==> src/rtl/ins_fetch.sv <==
// Instruction fetch unit.
// Issues one read per new instruction address, captures the returned word
// into the instruction register, and gives up on a fetch that is not
// acknowledged within TIMEOUT wait cycles. A timed-out fetch raises a sticky
// error flag, and the fetch is retried while start stays high.
module ins_fetch #(
    parameter int DATA_W  = 16,
    parameter int TIMEOUT = 15
) (
    input  logic              clk,
    input  logic              reset,
    input  logic              start,
    input  logic [7:0]        ins_addr,
    output logic              mem_rd,
    output logic [7:0]        mem_addr,
    input  logic              mem_ack,
    input  logic [DATA_W-1:0] mem_rdata,
    output logic [DATA_W-1:0] ir,
    output logic              ir_valid,
    output logic              fetch_done,
    output logic              busy,
    output logic              err_timeout
);

    typedef enum logic [0:0] {
        ST_IDLE = 1'b0,
        ST_WAIT = 1'b1
    } state_t;

    // Value of the wait timer in the final wait cycle before abort.
    localparam logic [7:0] TIMER_LAST = 8'(TIMEOUT - 1);

    state_t              state_r;
    state_t              state_s;
    logic                mem_rd_r;
    logic                mem_rd_s;
    logic [7:0]          mem_addr_r;
    logic [7:0]          mem_addr_s;
    logic [DATA_W-1:0]   ir_r;
    logic [DATA_W-1:0]   ir_s;
    logic                fetch_done_r;
    logic                fetch_done_s;
    logic                err_timeout_r;
    logic                err_timeout_s;
    logic                have_word_r;
    logic                have_word_s;
    logic [7:0]          last_addr_r;
    logic [7:0]          last_addr_s;
    logic [7:0]          timer_r;
    logic [7:0]          timer_s;
    logic                need_s;
    logic                busy_s;

    // A fetch is needed when enabled and the held word is absent or stale.
    assign need_s = start && (!have_word_r || (ins_addr != last_addr_r));
    assign busy_s = (state_r == ST_WAIT);

    // Next-state and next-register decode; every register holds by default.
    always_comb begin
        state_s       = state_r;
        mem_rd_s      = mem_rd_r;
        mem_addr_s    = mem_addr_r;
        ir_s          = ir_r;
        fetch_done_s  = 1'b0;
        err_timeout_s = err_timeout_r;
        have_word_s   = have_word_r;
        last_addr_s   = last_addr_r;
        timer_s       = timer_r;
        case (state_r)
            ST_IDLE: begin
                if (need_s) begin
                    state_s    = ST_WAIT;
                    mem_rd_s   = 1'b1;
                    mem_addr_s = ins_addr;
                    timer_s    = 8'd0;
                end else begin
                    mem_rd_s   = 1'b0;
                end
            end
            ST_WAIT: begin
                // The acknowledge wins over a timeout that expires in the same cycle.
                if (mem_ack && mem_rd_r) begin
                    state_s      = ST_IDLE;
                    mem_rd_s     = 1'b0;
                    ir_s         = mem_rdata;
                    last_addr_s  = mem_addr_r;
                    have_word_s  = 1'b1;
                    fetch_done_s = 1'b1;
                end else if (timer_r == TIMER_LAST) begin
                    state_s       = ST_IDLE;
                    mem_rd_s      = 1'b0;
                    err_timeout_s = 1'b1;
                end else begin
                    timer_s = timer_r + 8'd1;
                end
            end
            default: begin
                state_s  = ST_IDLE;
                mem_rd_s = 1'b0;
            end
        endcase
    end

    // State and output registers; reset overrides every other input.
    always_ff @(posedge clk) begin
        if (reset) begin
            state_r       <= ST_IDLE;
            mem_rd_r      <= 1'b0;
            mem_addr_r    <= 8'd0;
            ir_r          <= {DATA_W{1'b0}};
            fetch_done_r  <= 1'b0;
            err_timeout_r <= 1'b0;
            have_word_r   <= 1'b0;
            last_addr_r   <= 8'd0;
            timer_r       <= 8'd0;
        end else begin
            state_r       <= state_s;
            mem_rd_r      <= mem_rd_s;
            mem_addr_r    <= mem_addr_s;
            ir_r          <= ir_s;
            fetch_done_r  <= fetch_done_s;
            err_timeout_r <= err_timeout_s;
            have_word_r   <= have_word_s;
            last_addr_r   <= last_addr_s;
            timer_r       <= timer_s;
        end
    end

    assign mem_rd      = mem_rd_r;
    assign mem_addr    = mem_addr_r;
    assign ir          = ir_r;
    assign fetch_done  = fetch_done_r;
    assign err_timeout = err_timeout_r;
    assign busy        = busy_s;
    // The word is only trusted when it matches the current address and no fetch is in flight.
    assign ir_valid    = have_word_r && (last_addr_r == ins_addr) && !busy_s;

endmodule

==> config.mk <==
export PLATFORM = sky130hd
export DESIGN_NAME = ins_fetch
export DESIGN_NICKNAME = d
export VERILOG_FILES = /design/src/rtl/ins_fetch.sv
export SDC_FILE = /design/constraint.sdc
export NUM_CORES = 1
export LEC_CHECK = 0
export ABC_AREA = 1
export BUFFER_PORTS_ARGS = -buffer_cell sky130_fd_sc_hd__clkbuf_2
export CAP_MARGIN = 30
export CORE_MARGIN = 2
export CORE_UTILIZATION = 28
export DETAILED_ROUTE_END_ITERATION = 16
export PLACE_DENSITY = 0.58
export SETUP_SLACK_MARGIN = 0.02
export SLEW_MARGIN = 25
export SYNTH_ARGS = -nofsm -noshare
export SYNTH_HDL_FRONTEND = slang
export SYNTH_SLANG_ARGS = --single-unit
==> constraint.sdc <==
create_clock -name clk -period 1.4 [get_ports clk]
set_clock_uncertainty 0.05 [all_clocks]
set_input_delay 0 -clock clk [delete_from_list [all_inputs] [get_ports clk]]
set_output_delay 0 -clock clk [all_outputs]
set_load 0.01 [all_outputs]
==> results.md, run 1 <==
* Status: finished with violations
* Violated checks: negative setup slack
* Initial antenna violation count at 0
* Cell Area, Placed at between 2000 and 2500 um2
* Net Count, Synth at between 200 and 300
* Adder-cell share of the synthesized area at approximately 1.2%
* Post-synth cell types at 28
* Crit path capture type: output pin
* Max Root-Sink Buffers at 2
* CP startpoint kind: flop
* DRC Markers at 0
* Die width at approximately 89 um
* Hold path startpoint: start
* Clk network pwr share at between 30 and 40%
* # H-tree levels at 2
* Worst vdd ir at about 0.00036 V
* Crit path required time at around 1.4 ns
* Clk sinks at 45
* Pin count of the biggest net entering global routing at 36
* CTS tree: yes
* #FFs+latches synth at 45
* Internal power at roughly 2.1 mW
* Slew Viols, Final at 0
* Average wire per standard cell at 12.6 um
* Synth Area per Inst at approximately 7.6 um2
* Worst setup margin at -0.0451 ns
* Pwr Density at 932 nW/um2
* Worst Path Arrival at 1.40 ns
* Dpl cells at ~420
* Vias in the first global route at slightly below 2000
* Clock root cell: clkbuf_8
* All-Layer GR Usage at between 10% and 20%
* DP HPWL at approximately 3500 um
* Core ar. at between 7000 and 8000 um2
* Combinational group share of total power at ~17%
* Initial Util at 28.5%
* Main combinational cell family by area after synthesis: simple AND/OR/NAND/NOR gates
* RePlAce Congestion at 0.821
* Gr ovfl total at 0
* Xor and xnor area share after synthesis at 0.860%
* CTS Buf Count at 5
* Max-slew headroom at 68.3%
* Post-layout nets at between 300 and 400
* Row Count at 31
* Worst-path maximum fanout at 2
* Pre-CTS WS at -0.00208 ns
* Post-synth EDFFs at 0
* Non-filler cells, final at 465
* Final TNS setup at -0.382 ns
* Port Buffers at 56
* Worst-Margin Slew at 0.476 ns
* Main synth FF type: dfxtp_1
* Global-route wire length before repair at about 9500 um
* RSZ-0062 raised after global routing: true
* Vias per cell at approximately 4.6
* Tmin final at about 1.4 ns
* Die Area at between 7000 and 8000 um2
* Total power at about 2.9 mW
* Via count at about 2100
* Area delta synth->final at 51.4%
* Final period util at 103%
* Final std cell area, no fill at between 3000 and 4000 um2
* Max frequency at around 700 MHz
* Fin. Hold Viols at 0
* Ys async rst share at 0%
* Seq/Total Area, Yosys at around 44%
* Synth Area in Compound Gates at between 10% and 20%
* Antenna diodes at 0
* Clk pin slew, worst setup/hold paths at about 0.08 ns
* CP Class: flop to output pin
* Final setup violation count at 16
* I/O pin count at between 50 and 60
* WL final at 5850 um
* Post-route ant nets at 0
* Critical path origin: last_addr_r[1]
* YS warnings at 0
* R2r startpoint: last_addr_r[1]
* Iter 0 DRT Violations at 87
* Sw Ratio at between 20% and 30%
* Syn Inst Count at about 270
* Maxcap violations at 0
* Worst min path class: primary input to flop
* Simple-gate share of the synthesized area at between 30% and 40%
* Flop pwr share at a little under half
* TritonRoute pass-1 iters at 4
* Layout cell share with drive strength beyond 1 at a little over two fifths
* Multiplexer share of the synthesized area at 0%
* Psw at 0.745 mW
* Die height at between 80 and 90 um
* Cell area after synthesis at ~2000 um2
* Clock Latency Late Sink at roughly 0.30 ns
* P_leak at 1.29 nW
synth_stat cells (2+ instances only):
master	count	area, um2
o21ai_0	8	40.0
inv_1	21	78.8
inv_2	4	15.0
nand2_2	9	56.3
a21oi_2	8	70.1
nand2_4	2	22.5
a21oi_1	36	180
dfxtp_1	45	901
ha_1	2	25.0
clkbuf_1	6	22.5
nand2_1	54	203
nand3_1	34	170
nor2_1	11	41.3
nor3b_1	2	15.0
buf_2	5	25.0
nor2_2	7	43.8
xor2_1	2	17.5
cell usage in the layout, fill, tap and decap left out, drive strengths merged:
cell type / netlist / layout
bufinv: 0 / 1
o21ai: 10 / 11
ha: 2 / 2
nand3: 36 / 36
nand2: 65 / 67
a21oi: 44 / 44
or2: 1 / 1
nand4: 1 / 1
buf: 6 / 20
and2: 1 / 1
nor3: 1 / 1
nor3b: 2 / 2
nor2: 19 / 19
inv: 25 / 25
dlygate4sd3: 0 / 25
xor2: 2 / 2
clkinv: 1 / 1
clkbuf: 6 / 62
dfxtp: 45 / 45
metrics by stage:
stage               util [%]  hold WS [ns]
global placement        34.7         0.205
global route            43.2         0.115
CTS                     41.3        0.0775
floorplan                  -         0.115
detailed placement      34.7         0.210
finish                  43.2        0.0922
state kept, by name, indices dropped and copies added, names as in the netlist, 8 cells and up:
name and flops:
ir 16, last_addr_r 8, mem_addr 8, timer_r 8
cell type report:
type,count,area (um2)
fillers,733,4050
multi-input cells,187,1110
flip-flops and latches,45,915
repair buffers,100,723
well taps,99,124
inverters,26,97.6
clock buffers,7,86.3
clock inverters,1,30.0
power by group through the flow:
| stage | logic [mW] | clock network [mW] | registers (mW) |
|---|---|---|---|
| floorplan | 0.215 | 0 | 1.39 |
| global placement | 0.353 | 0 | 1.39 |
| CTS | 0.444 | 1.04 | 1.36 |
| global route | 0.534 | 1.11 | 1.37 |
| finish | 0.488 | 1.02 | 1.36 |
| detailed placement | 0.359 | 0 | 1.39 |
kinds of logic (layout without fill, tap and decap cells):
| kind of cell | Yosys count | after routing |
|---|---|---|
| AOI/OAI and AO/OA | 54 | 55 |
| xor gates and xnor gates | 2 | 2 |
| adders and majority gates | 2 | 2 |
| buffers and inverters | 38 | 134 |
| DFF | 45 | 45 |
| and+or+nand+nor | 126 | 128 |
worst max-delay path, stage by stage, from the launching register on:
cell,delay (ns)
dfxtp_2,0.34
inv_2,0.03
nand2_1,0.04
nand2_1,0.05
inv_1,0.06
nand2_2,0.06
nor2_4,0.12
nand3_4,0.08
buf_8,0.13
nor2_4,0.07
buf_6,0.10
metal layers:
layer,vias up,wire [um],track usage [%]
met2,65,2720,24.2
met1,974,2690,20.3
li1,1069,-,-
met5,-,0,0
met3,9,342,3.60
met4,0,90,4.88
worst paths after layout:
path	depth (start not counted)	to	slack, ns
max reg2reg	12	mem_addr[6]	-0.03
min reg2reg	2	last_addr_r[1]	0.41
min	5	busy	0.09
max	10	ir_valid	-0.05
timing repair:
item	4_1_cts	5_1_grt
pin swaps	6	9
cloned	3	0
hold buffers	25	0
buffers inserted	6	1
endpoints found under the setup margin	13	18
gates resized for setup	19	32
hold endpoints to repair	27	0
(Power assumes the default switching activity.)
==> run 2, diff against run 1 <==
CORE_MARGIN = 10   (was 2)
==> run 2 against run 1 <==
  * The flow finishes with violations (negative hold slack, negative setup slack)
  * Global-route usage is 3.9 points lower
  * Die area rose by 39%
  * Sequential share of layout area fell by 0.34 points
  * Critical endpoint is now mem_addr[3]
  * Largest cell class unchanged
  * Largest power group unchanged
  * Highest routed layer unchanged
==> results.md, run 2 (synthesized netlist as in run 1, its figures left out) <==
* R2r startpoint: last_addr_r[3]
* Clk pin slew, worst setup/hold paths at 0.08 ns
* Internal power at approximately 2.3 mW
* Post-route ant nets at 0
* Crit path capture type: flop
* Tmin final at 1.46 ns
* Gr ovfl total at 0
* RSZ-0062 raised after global routing: true
* WL final at around 6700 um
* Non-filler cells, final at between 400 and 500
* CP Class: flop to flop
* Final std cell area, no fill at 3140 um2
* Cell Area, Placed at approximately 2500 um2
* Clock Latency Late Sink at approximately 0.30 ns
* Average wire per standard cell at between 10 and 15 um
* CP startpoint kind: flop
* Fin. Hold Viols at 2
* Maxcap violations at 0
* Die height at around 110 um
* Status: finished with violations
* Iter 0 DRT Violations at roughly 110
* Worst vdd ir at between 0.0004 and 0.0005 V
* Area delta synth->final at 53.9%
* DP HPWL at around 4000 um
* Worst r2r dst: mem_addr[3]
* RePlAce Congestion at around 0.8
* CTS tree: yes
* Final TNS setup at -0.516 ns
* Antenna diodes at 0
* Number of flip-flops in the largest register at 16
* Vias in the first global route at around 2100
* Hold path startpoint: ins_addr[1]
* WHS at -0.0523 ns
* Final setup violation count at 16
* Final period util at 104%
* Die width at between 100 and 150 um
* Core ar. at just over 7000 um2
* Dpl cells at ~420
* Clk sinks at 45
* Layout cell share with drive strength beyond 1 at between 40% and 50%
* Max-slew headroom at about three quarters
* Initial Util at between 20% and 30%
* Flop pwr share at between 40% and 50%
* Leading cell types in the layout, fill and taps excluded: 55 x clkbuf_2, 47 x nand2_1, 36 x dfxtp_1, 32 x nand3_1, 30 x a21oi_1
* Violated checks: negative hold slack, negative setup slack
* # hold bufs at CTS at 23
* Vias per cell at 4.60
* I/O pin count at 57
* All-Layer GR Usage at between 10 and 15%
* Worst hold path endpoint: mem_addr[1]
* Max Root-Sink Buffers at 2
* # H-tree levels at 2
* Combinational group share of total power at ~17%
* Hold depth at 3
* DRC Markers at 0
* Worst Path Arrival at 1.65 ns
* Clock root cell: clkbuf_8
* Pin count of the biggest net entering global routing at 20
* Sw Ratio at between 20% and 30%
* Psw at between 0.7 and 0.8 mW
* Worst setup margin at -0.0593 ns
* CTS Buf Count at 5
* Crit path required time at approximately 1.6 ns
* P_leak at roughly 1.3 nW
* Worst-path maximum fanout at 6
* Port Buffers at 56
* Global-route wire length before repair at 10400 um
* Clk network pwr share at between 30% and 40%
* Die Area at between 10000 and 15000 um2
* Via count at 2136
* Slew Viols, Final at 0
* Initial antenna violation count at 0
* Most common cell after layout, fill and taps aside: clkbuf_2
* TritonRoute pass-1 iters at 4
* Worst min path class: primary input to flop
* Total power at between 3 and 4 mW
* Worst reg2reg path depth at 12
* Pwr Density at ~1000 nW/um2
* Worst-Margin Slew at between 0.3 and 0.4 ns
* Post-layout nets at 394
* Row Count at 31
* Max frequency at slightly below 700 MHz
* R2R Setup Slk at -0.06 ns
==> run 2: critical path: stages, from the launching register on <==
cell       delay (ns)
dfxtp_2          0.34
inv_2            0.04
nand2_2          0.04
nand2_1          0.06
inv_2            0.05
nand2_2          0.05
nor2_4           0.10
nand3_4          0.09
buf_6            0.14
nand2_8          0.12
clkbuf_16        0.17
nand2_2          0.05
a21oi_2          0.10
==> run 2: how the worst max path moves through the flow <==
stage / cells past startpoint / startpoint / to
finish: 12 / last_addr_r[3] / mem_addr[3]
global route: 13 / last_addr_r[1] / timer_r[6]
CTS: 10 / last_addr_r[1] / ir_valid
detailed placement: 6 / timer_r[5] / timer_r[7]
global placement: 9 / timer_r[0] / timer_r[6]
floorplan: 7 / mem_rd / last_addr_r[3]
==> run 2: power by group through the flow <==
stage                     combinational [mW]  sequential [mW]  clock [mW]
after floorplan                        0.215             1.39           0
after global placement                 0.362             1.39           0
after detailed placement               0.365             1.39           0
after CTS                              0.454             1.36        1.23
after global routing                   0.558             1.37        1.29
final                                  0.512             1.36        1.20
==> run 2: routing by layer <==
metal  wire length (um)  GRT usage [%]  up-vias
met1               3040           13.8     1004
li1                   -              -     1063
met4                107           3.33        0
met3                352           3.65       10
met5                  0              0        -
met2               3150           18.4       59
==> run 2: timing repair <==
item | in CTS | in global routing
endpoints found under the hold margin | 24 | 1
setup buffers | 4 | 3
setup endpoints to repair | 7 | 18
pin swaps | 8 | 7
cloned | 2 | 2
gates resized for setup | 16 | 36
==> run 2: per-stage QoR <==
step                util [%]  setup slack (ns)
floorplan                  -             0.112
finish                  43.7           -0.0593
detailed placement      34.5            0.0173
CTS                     41.2           -0.0780
global placement        34.5            0.0532
global route            43.7            -0.162
==> run 2: cell type report <==
type	count	area [um2]
clock buffer	5	68.8
clock inverter	3	68.8
fill	699	4040
inverter	26	100
multi-input combinational	186	1110
sequential	45	920
tap	99	124
timing repair buffer	100	742
